[config.mk]
export PLATFORM = sky130hd
export DESIGN_NAME = saes_dec_stream_loader
export DESIGN_NICKNAME = d
export VERILOG_FILES = /design/src/rtl/saes_dec_stream_loader.sv
export SDC_FILE = /design/constraint.sdc
export NUM_CORES = 1
export LEC_CHECK = 0
export CAP_MARGIN = 20
export CORE_ASPECT_RATIO = 0.5
export CORE_MARGIN = 1.5
export CORE_UTILIZATION = 53
export CTS_CLUSTER_DIAMETER = 120
export DETAILED_ROUTE_END_ITERATION = 6
export PLACE_DENSITY_LB_ADDON = 0.05
export SYNTH_ARGS = -nofsm -noshare
export SYNTH_HDL_FRONTEND = slang
export SYNTH_SLANG_ARGS = --single-unit
[constraint.sdc]
create_clock -name clk -period 3.7 [get_ports clk]
set_input_delay 0.925 -clock clk [delete_from_list [all_inputs] [get_ports clk]]
set_output_delay 0.925 -clock clk [all_outputs]
set_load 0.005 [all_outputs]
[src/rtl/saes_dec_stream_loader.sv]
// Byte-stream loader/unloader around a combinational S-AES decryptor.
// Optional: SAES_KEY_LOCK_EN locks the key after the first load.
module saes_dec_stream_loader #(
  parameter int SETTLE_CYCLES = 1,
  parameter int COUNT_W       = 16
) (
  input  logic               clk,
  input  logic               rst_n,
  input  logic [7:0]         in_byte,
  input  logic               in_is_key,
  input  logic               in_valid,
  output logic               in_ready,
  output logic [15:0]        Cipher_Text,
  output logic [15:0]        Key,
  input  logic [15:0]        Plain_Text,
  output logic [7:0]         out_byte,
  output logic               out_valid,
  input  logic               out_ready,
  output logic               key_loaded,
  output logic               seq_err,
  output logic [COUNT_W-1:0] blk_count
);

  typedef enum logic [2:0] {
    IDLE,
    HI_HELD,
    SETTLE,
    OUT_HI,
    OUT_LO
  } state_t;

  state_t             state_q, state_d;
  logic [7:0]         held_q, held_d;
  logic               type_q, type_d;
  logic [15:0]        key_q, key_d;
  logic [15:0]        ct_q, ct_d;
  logic [7:0]         ob_q, ob_d;
  logic [7:0]         lo_q, lo_d;
  logic               ov_q, ov_d;
  logic               kl_q, kl_d;
  logic               se_q, se_d;
  logic [3:0]         cnt_q, cnt_d;
  logic [COUNT_W-1:0] blk_q, blk_d;

  logic in_fire;
  logic out_fire;

  assign in_ready    = (state_q == IDLE) || (state_q == HI_HELD);
  assign in_fire     = in_valid && in_ready;
  assign out_fire    = ov_q && out_ready;
  assign Cipher_Text = ct_q;
  assign Key         = key_q;
  assign out_byte    = ob_q;
  assign out_valid   = ov_q;
  assign key_loaded  = kl_q;
  assign seq_err     = se_q;
  assign blk_count   = blk_q;

  // next-state and datapath updates
  always_comb begin
    state_d = state_q;
    held_d  = held_q;
    type_d  = type_q;
    key_d   = key_q;
    ct_d    = ct_q;
    ob_d    = ob_q;
    lo_d    = lo_q;
    ov_d    = ov_q;
    kl_d    = kl_q;
    se_d    = 1'b0;
    cnt_d   = cnt_q;
    blk_d   = blk_q;
    unique case (state_q)
      IDLE: begin
        if (in_fire) begin
          held_d  = in_byte;
          type_d  = in_is_key;
          state_d = HI_HELD;
        end
      end
      HI_HELD: begin
        if (in_fire) begin
          if (in_is_key != type_q) begin
            se_d   = 1'b1;
            held_d = in_byte;
            type_d = in_is_key;
          end else if (type_q) begin
`ifdef SAES_KEY_LOCK_EN
            if (kl_q) begin
              se_d = 1'b1;
            end else begin
              key_d = {held_q, in_byte};
              kl_d  = 1'b1;
            end
`else
            key_d = {held_q, in_byte};
            kl_d  = 1'b1;
`endif
            state_d = IDLE;
          end else if (kl_q) begin
            ct_d    = {held_q, in_byte};
            cnt_d   = 4'(SETTLE_CYCLES);
            state_d = SETTLE;
          end else begin
            se_d    = 1'b1;
            state_d = IDLE;
          end
        end
      end
      SETTLE: begin
        cnt_d = cnt_q - 4'd1;
        if (cnt_q == 4'd1) begin
          ob_d    = Plain_Text[15:8];
          lo_d    = Plain_Text[7:0];
          ov_d    = 1'b1;
          state_d = OUT_HI;
        end
      end
      OUT_HI: begin
        if (out_fire) begin
          ob_d    = lo_q;
          state_d = OUT_LO;
        end
      end
      OUT_LO: begin
        if (out_fire) begin
          ov_d    = 1'b0;
          blk_d   = blk_q + 1'b1;
          state_d = IDLE;
        end
      end
      default: state_d = IDLE;
    endcase
  end

  // state register with async reset
  always_ff @(posedge clk or negedge rst_n) begin
    if (!rst_n) begin
      state_q <= IDLE;
      held_q  <= '0;
      type_q  <= 1'b0;
      key_q   <= '0;
      ct_q    <= '0;
      ob_q    <= '0;
      lo_q    <= '0;
      ov_q    <= 1'b0;
      kl_q    <= 1'b0;
      se_q    <= 1'b0;
      cnt_q   <= '0;
      blk_q   <= '0;
    end else begin
      state_q <= state_d;
      held_q  <= held_d;
      type_q  <= type_d;
      key_q   <= key_d;
      ct_q    <= ct_d;
      ob_q    <= ob_d;
      lo_q    <= lo_d;
      ov_q    <= ov_d;
      kl_q    <= kl_d;
      se_q    <= se_d;
      cnt_q   <= cnt_d;
      blk_q   <= blk_d;
    end
  end

endmodule

Yosys cells after proc, flatten, opt, wreduce, memory -nomap -nowiden
Index checks and enable logic that the tools add are counted.
{"block": "totals", "ff_bits": 83, "output_inout_bits": 60}
{"block": "op_classes", "n_reduce_logical": 17, "add_sub_neg": 2, "n_eq_ne": 15, "mux": 33, "n_bitwise": 2}
{"operator": "$mux W8", "count": 5}
{"operator": "$pmux W8 S2", "count": 2}
{"operator": "$mux W3", "count": 6}
{"operator": "$add A16 B1 Y16 const B", "count": 1}
{"operator": "$mux W4", "count": 4}
{"operator": "$ne A2 B2 Y1 const B", "count": 8}
{"operator": "$pmux W3 S5", "count": 1}
{"operator": "$mux W1", "count": 10}
{"operator": "$reduce_and A5 Y1", "count": 2}
{"operator": "$pmux W4 S2", "count": 1}
{"operator": "$reduce_and A4 Y1", "count": 2}
{"operator": "$reduce_bool A2 Y1", "count": 4}
{"operator": "$eq A3 B2 Y1 const B", "count": 2}
{"operator": "$reduce_and A3 Y1", "count": 2}
{"operator": "$reduce_and A6 Y1", "count": 1}
{"operator": "$eq A4 B1 Y1 const B", "count": 1}
{"operator": "$mux W2", "count": 2}
{"operator": "$pmux W1 S2", "count": 2}
{"operator": "$reduce_and A2 Y1", "count": 2}
{"operator": "$sub A4 B1 Y4 const B", "count": 1}
{"operator": "$eq A3 B1 Y1 const B", "count": 1}
{"operator": "$eq A3 B3 Y1 const B", "count": 1}
{"operator": "$logic_not A3 Y1", "count": 1}
{"operator": "$logic_and A1 B1 Y1", "count": 2}
{"operator": "4 further kinds", "count": 5}

Longest topological paths before layout
{"block": "depth", "word_depth": 5, "depth_mapped": 7}

Worst setup path after synthesis
No wires, ideal clock.
{"block": "synth_path", "path_kind": "input to register", "from": "input in_is_key", "to": "register held_q[0]", "slack_ns": 1.522, "required_time_ns": 3.575, "arrival_time_ns": 2.054, "setup_ns": 0.125, "stages": 6, "path_cell_list": "inv_1 ha_1 nor2b_1 nand3b_1 buf_2 mux2_2"}
{"block": "synth_between", "elab_chain_len": 3}
{"element": "start, declared", "line": "10", "text": "input logic in_is_key,"}
{"element": "$ne A1 B1 Y1", "line": "83", "text": "if (in_is_key != type_q) begin"}
{"element": "$ne A2 B1 Y1 (no source line)"}
{"element": "$reduce_and A4 Y1 (no source line)"}
{"element": "end signal, assigned", "line": "153", "text": "held_q <= held_d;"}
{"element": "end, declared", "line": "33", "text": "logic [7:0] held_q, held_d;"}
No other way between the ends.
A chain may end at the register's enable or synchronous reset.

Worst setup path after layout
Ends and elaborated chain as after synthesis.

==> impl_metrics.toml <==
[pwr]
pwr-share-comb_pct = 34.6
powerDensity_nw_per_um2 = 745.7
p_switching_mw = 1.003
max-vdd-ir-drop_v = 0.0004006
seq_power_share_pct = 42.8
p_clk_share_pct = 22.6
power.total_mw = 3.574
p_leak_nw = 2.165
switching_share_pct = 28.07
intPower_mw = 2.571

[clock_network]
cts_root_buf = "clkbuf_16"
cts_tree = "done"
ctsHoldBuffers = 0
h-tree-depth = 3
cts_num_sinks = 83
insertion_delay_ns = 0.33
clockBufferDepth = 2
cts_setup_buffers = 0
path_clk_slew_ns = 0.06
cts_resized = 0
cts_made_buffers = 9

[synth]
netlist_area_um2 = 3577
syn_inst = 270
synth.distinct_cells = 39
ys_seq_area_share_pct = 58.06
synthTopCellsByArea = "dfrtp_1, mux2_2, mux2_4, mux2i_1, nand2_1"
synth-seq-cells = 83
avgSynthCellArea_um2 = 13.25
yosysTopAreaCell = "dfrtp_1"
yosys.area.top_type_share_pct = 58.06
syn_nets = 304
yosys_warnings = 0

[detailed_routing]
drt_wl_total_um = 6817
ant_nets = 0
remaining_drc_errors = 0
drtPass1Iterations = 4
drt_iter0_drc = 169
wire_per_inst_um = 15.08
viasPerCell = 5.197
dr_total_vias = 2349

[place]
dp.cells = 436
place_worst_setup_slack_ns = 0.7589
portBuffers = 88
hpwl_um = 4729
gp_routability_congestion = 0.7064

[timing]
min_period_ns = 2.584
fin_ws_ns = 1.116
fmax_ghz = 0.3870
finalSetupViolCount = 0
timing.final.hold_violations = 0
worst_slew_pin_slew_ns = 0.8943
finalClockSkew_ns = 0.005745
slew_violations = 0
relSlewSlack_pct = 39.98
setup_tns_ns = 0
fin_crit_sh_pct = 69.84
rsz0062_at_grt = "no"

[worst_setup_path]
path_buf_inv = 2
path_class = "input port to register"
cp-end-kind = "register"
worst_ep_arrival_time_ns = 2.80
cp_slowest_stage_delay_ns = 0.48
cp_max_fo = 10
crit_chain = "clkdlybuf4s50_1, inv_1, ha_1, nor2b_1, nand3b_1, mux2_2"
cp_top_family = "simple AND/OR/NAND/NOR gates"
slowest_stage = "clkdlybuf4s50_1"
cp.required_ns = 3.92
start_kind = "input port"

[global_routing]
grt_use_total_pct = 20.69
grt_max_degree = 84
grt_pass1_vias = 2262
grt_antenna_before_repair = 0
overflow = 0
grt_first_pass_wirelength_um = 11160

[final_layout]
final_common_cell = "clkdlybuf4s50_1"
area_growth_pct = 34.00
layout-drive-gt1-share_pct = 20.33
finalNonFillerCells = 452
final_nets = 394
layout_common_cells = "clkdlybuf4s50_1, dfrtp_1, mux2_2"
num-fill-cells = 395
antennaDiodeCount = 0

[outcome]
status = "completed"

[floorplanning]
start_util_pct = 56.95
core_um2 = 6281
num_io_pins = 89
die_area_um2 = 7281
rows = 20
die_h_um = 61.09
die_x_um = 119.2

[hold_path]
worstHoldPathType = "input port to asynchronous set/reset pin"

[job]
maxCapViolations = 0
-- layer usage --
| layer | vias up | part of all wire (%) | track usage, % |
|---|---|---|---|
| met5 | - | 0 | 0 |
| met4 | 0 | 1.2 | 6.885 |
| met3 | 10 | 7.4 | 9.352 |
| met2 | 72 | 45 | 31.71 |
| met1 | 1148 | 47 | 26.94 |
| li1 | 1119 | - | - |
-- layout make-up --
| cell class | count | area, µm² | share of cell area (%) |
|---|---|---|---|
| Timing Repair Buffer | 89 | 905.9 | 18.90 |
| Clock buffer | 10 | 239.0 | 4.986 |
| Clock inverter | 5 | 30.03 | 0.6265 |
| Tap cell | 88 | 110.1 | 2.297 |
| Inverter | 5 | 18.77 | 0.3915 |
| Sequential cell | 83 | 2077 | 43.33 |
| Multi-Input combinational cell | 172 | 1413 | 29.47 |
-- synthesized netlist by cell type --
library cell and number:
dfrtp_1 83, mux2_2 39, nand2_1 24, mux2_4 10
mux2i_1 10, o21ai_0 10, nor2_1 9, a21oi_1 8
xnor2_1 8, xor2_1 7, and3_1 6, ha_1 5
inv_1 5, and4_1 4, buf_2 4, clkbuf_1 3
nand3_1 3, nand4_1 3, nor2b_1 3, o21ai_1 3
and3_4 2, buf_6 2, nand2b_1 2, or3b_1 2
a211oi_1 1, and2_1 1, and4bb_2 1, buf_8 1
nand2_2 1, nand2b_2 1, nand3b_1 1, nor2_2 1
nor3b_1 1, nor3b_2 1, nor4b_2 1, o21a_1 1
o22a_1 1, o32ai_1 1, or4_1 1
-- metrics by stage --
stage,hold WS (ns),util (%),cell area (µm²)
5_1_grt,0.3979,76.31,4793
4_1_cts,0.4738,75.88,4766
6_report,0.4050,76.31,4793
3_5_place_dp,0.4636,71.59,4497
3_3_place_gp,0.4602,71.59,4497
2_1_floorplan,0.4684,-,3577
-- state kept, by name (all words and copies together) (netlist names) --
| register | cells |
|---|---|
| type_q | 1 |
| out_valid | 1 |
| blk_count | 16 |
| key_loaded | 1 |
| cnt_q | 4 |
| Cipher_Text | 16 |
| Key | 16 |
| held_q | 8 |
| state_q | 3 |
| out_byte | 8 |
| lo_q | 8 |
| seq_err | 1 |
-- power groups by stage --
stage	logic (mW)	registers, mW	clock network, mW
floorplan	0.645	1.49	0
global placement	1.20	1.52	0
detailed placement	1.25	1.54	0
CTS	1.25	1.53	0.826
global route	1.35	1.58	0.873
finish	1.24	1.53	0.808
-- worst paths after layout --
check / cells after the start / slack, ns / from / endpoint
max in group asynchronous: 2 / 2.72 / rst_n / out_byte[0]
worst min register to register: 1 / 0.47 / blk_count[15] / blk_count[15]
worst max register to register: 4 / 1.76 / cnt_q[0] / out_byte[4]
worst max-delay path: 6 / 1.12 / in_is_key / held_q[0]
worst min-delay path: 1 / 0.40 / rst_n / Key[5]
min in group clk: 1 / 0.47 / blk_count[15] / blk_count[15]
-- worst reg2reg max path, delay by kind of cell (launching register included) --
kind,cells,cell delay [ns]
flip-flops,1,0.44
adder cells (fa/ha/maj),1,0.24
AND/OR/NAND/NOR,1,0.17
AO/OA/AOI/OAI,2,0.93
-- cells by family (layout without fill, tap and decap cells) --
logic type,after synthesis,count (layout),share of synthesized area (%)
flops,83,83,58.06
simple gates,68,68,10.95
mux,59,59,19.27
compound gates,25,25,3.848
xor+xnor,15,15,3.673
buf+inv,15,109,2.448
fa+ha+maj,5,5,1.749
(Power assumes the default switching activity.)
==> RTL edit: new RTL, same flow settings <==
Encoding of `state_t`: now one-hot (5 bits for 5 states).
--- a/src/rtl/saes_dec_stream_loader.sv
+++ b/src/rtl/saes_dec_stream_loader.sv
@@ -21,12 +21,12 @@
   output logic [COUNT_W-1:0] blk_count
 );
 
-  typedef enum logic [2:0] {
-    IDLE,
-    HI_HELD,
-    SETTLE,
-    OUT_HI,
-    OUT_LO
+  typedef enum logic [4:0] {
+    IDLE    = 5'b00001,
+    HI_HELD = 5'b00010,
+    SETTLE  = 5'b00100,
+    OUT_HI  = 5'b01000,
+    OUT_LO  = 5'b10000
   } state_t;
 
   state_t             state_q, state_d;
Check against the original RTL: no difference found for any inputs over 4 cycles, from zero or initial values and one cycle with rst_n low; so few cycles prove little.
==> RTL edit against the original RTL <==
Sequential cell count is 2 higher; die area is 4.1% higher; routed wire length up 8.2%; setup slack lost 330 ps; sequential share of layout area decreased by 0.78 points; final area is 4.4% higher; synthesized area up 4.3%; power down 6.0%; critical endpoint is now in_ready; largest cell class unchanged.
==> RTL edit: results (changes against the original RTL) <==
fraction of layout cells with a size suffix above 1: 23.9% (+3.6 points)
Post-Syn Nets: 307 (+0.99%)
worst slew pin tran: 660 ps (-235 ps)
most frequent cells after synthesis: 84 x dfrtp_1, 55 x mux2_2, 13 x nand2_1
Seq/Total Area, Yosys: 57.1% (-1.0 points)
asr flop ratio synth: 100% (unchanged)
clk slew on worst S/H paths: 60 ps (about the same)
routed metal-1 wire length: 3260 um (+2.2%)
Final Net Count: 401 (+1.8%)
Post-Layout Cell Count: 464 (+2.7%)
first-pass GRT wire length: 12500 um (+12%)
initial DRC count: 117 (-31%)
met3 usage: 10.6% (+1.2 points)
setup repair bufs after CTS: 0 (unchanged)
CP top delay family: simple AND/OR/NAND/NOR gates
htree depth: 3 (unchanged)
outcome: completed
max_cap viols: 0 (unchanged)
reg2reg setup slack: 1400 ps (-360 ps)
via count of the first global-routing pass: 2548 (+13%)
worst setup path endpoint: in_ready
maximum vdd ir drop: 0.431 mV (+7.7%)
Crit path largest cell delay: 500 ps (+20 ps)
vias per inst: 5.33 (+2.6%)
initial antenna violation count: 0 (unchanged)
Cell Int Power: 2.47 mW (-4.1%)
Comb group: 1.04 mW (-16%)
crit path time final: 2910 ps (+327 ps)
Met3 Routed Length: 512 um (+1.4%)
library cells used by synthesis: 43 (+10%)
Critical Path Source: state_q[3]$_DFFE_PN0P_
Avg WL per Cell: 15.9 um (+5.4%)
WHS: 448 ps (+43.1 ps)
GPL Wtd Cong: 0.808 (+14%)
Clock Path Buffers: 2 (unchanged)
RR Startpoint: state_q[1]$_DFFE_PN0P_
P_sw: 0.894 mW (-11%)
Post-DP HPWL: 5030 um (+6.4%)
syn avg cell area: 13.7 um^2 (+3.1%)
Worst EP arrival: 1990 ps (-810 ps)
met2 routed WL: 3540 um (+16%)
Placed Area: 4680 um^2 (+4.1%)
First-pass DRT Iterations: 5 (+1)
Clock Latency Late Sink: 340 ps
pre-CTS WS: 799 ps (+39.7 ps)
ant diodes: 0 (unchanged)
crit-path max FO: 10 (unchanged)
Num CTS Buffers: 9 (unchanged)
placed instance count: 447 (+2.5%)
Leak: 2.32 nW (+7.3%)
Post-CTS Resized: 0 (unchanged)
# setup viols final: 0 (unchanged)
PortBufs: 88 (unchanged)
M2 GR Usage: 34.8% (+3.1 points)
Tot GR Track Use: 21.6% (+0.90 points)
Flop pwr share: 42.7% (about the same)
largest cells by area after synthesis: dfrtp_1 56%, mux2_2 17%, mux2_4 4.0%
Final Skew: 4.71 ps (-1.03 ps)
hold crit path type: primary input to asynchronous set/reset pin
largest net degree at the start of global routing: 86 (+2.4%)
RTL edit: changes by cell type in the layout (fill, tap and decap cells not counted), moves of 4 or more:
cell	change
nor3_1	+6
o21ai_0	-7
inv_1	+4
mux2_2	+16
a21oi_1	-8
mux2i_1	-9
nand2_1	-11
nand3_1	+4
RTL edit: cell families (layout without fill, tap and decap cells):
logic type / after synthesis / in the layout / synth area share, %
flops: 85 / 85 / 57.1
simple gates: 68 / 68 / 10.8
compound gates: 18 / 18 / 3.76
mux: 66 / 66 / 20.9
xor+xnor: 16 / 16 / 3.76
buf+inv: 15 / 114 / 2.05
fa+ha+maj: 5 / 5 / 1.68
RTL edit: cell type report:
type / count / area [um^2]
Sequential cell: 85 / 2130
Fill cell: 433 / 1750
Multi-Input combinational cell: 173 / 1530
Timing Repair Buffer: 89 / 906
Clock buffer: 12 / 246
Tap cell: 92 / 115
Clock inverter: 4 / 47.5
Inverter: 9 / 33.8
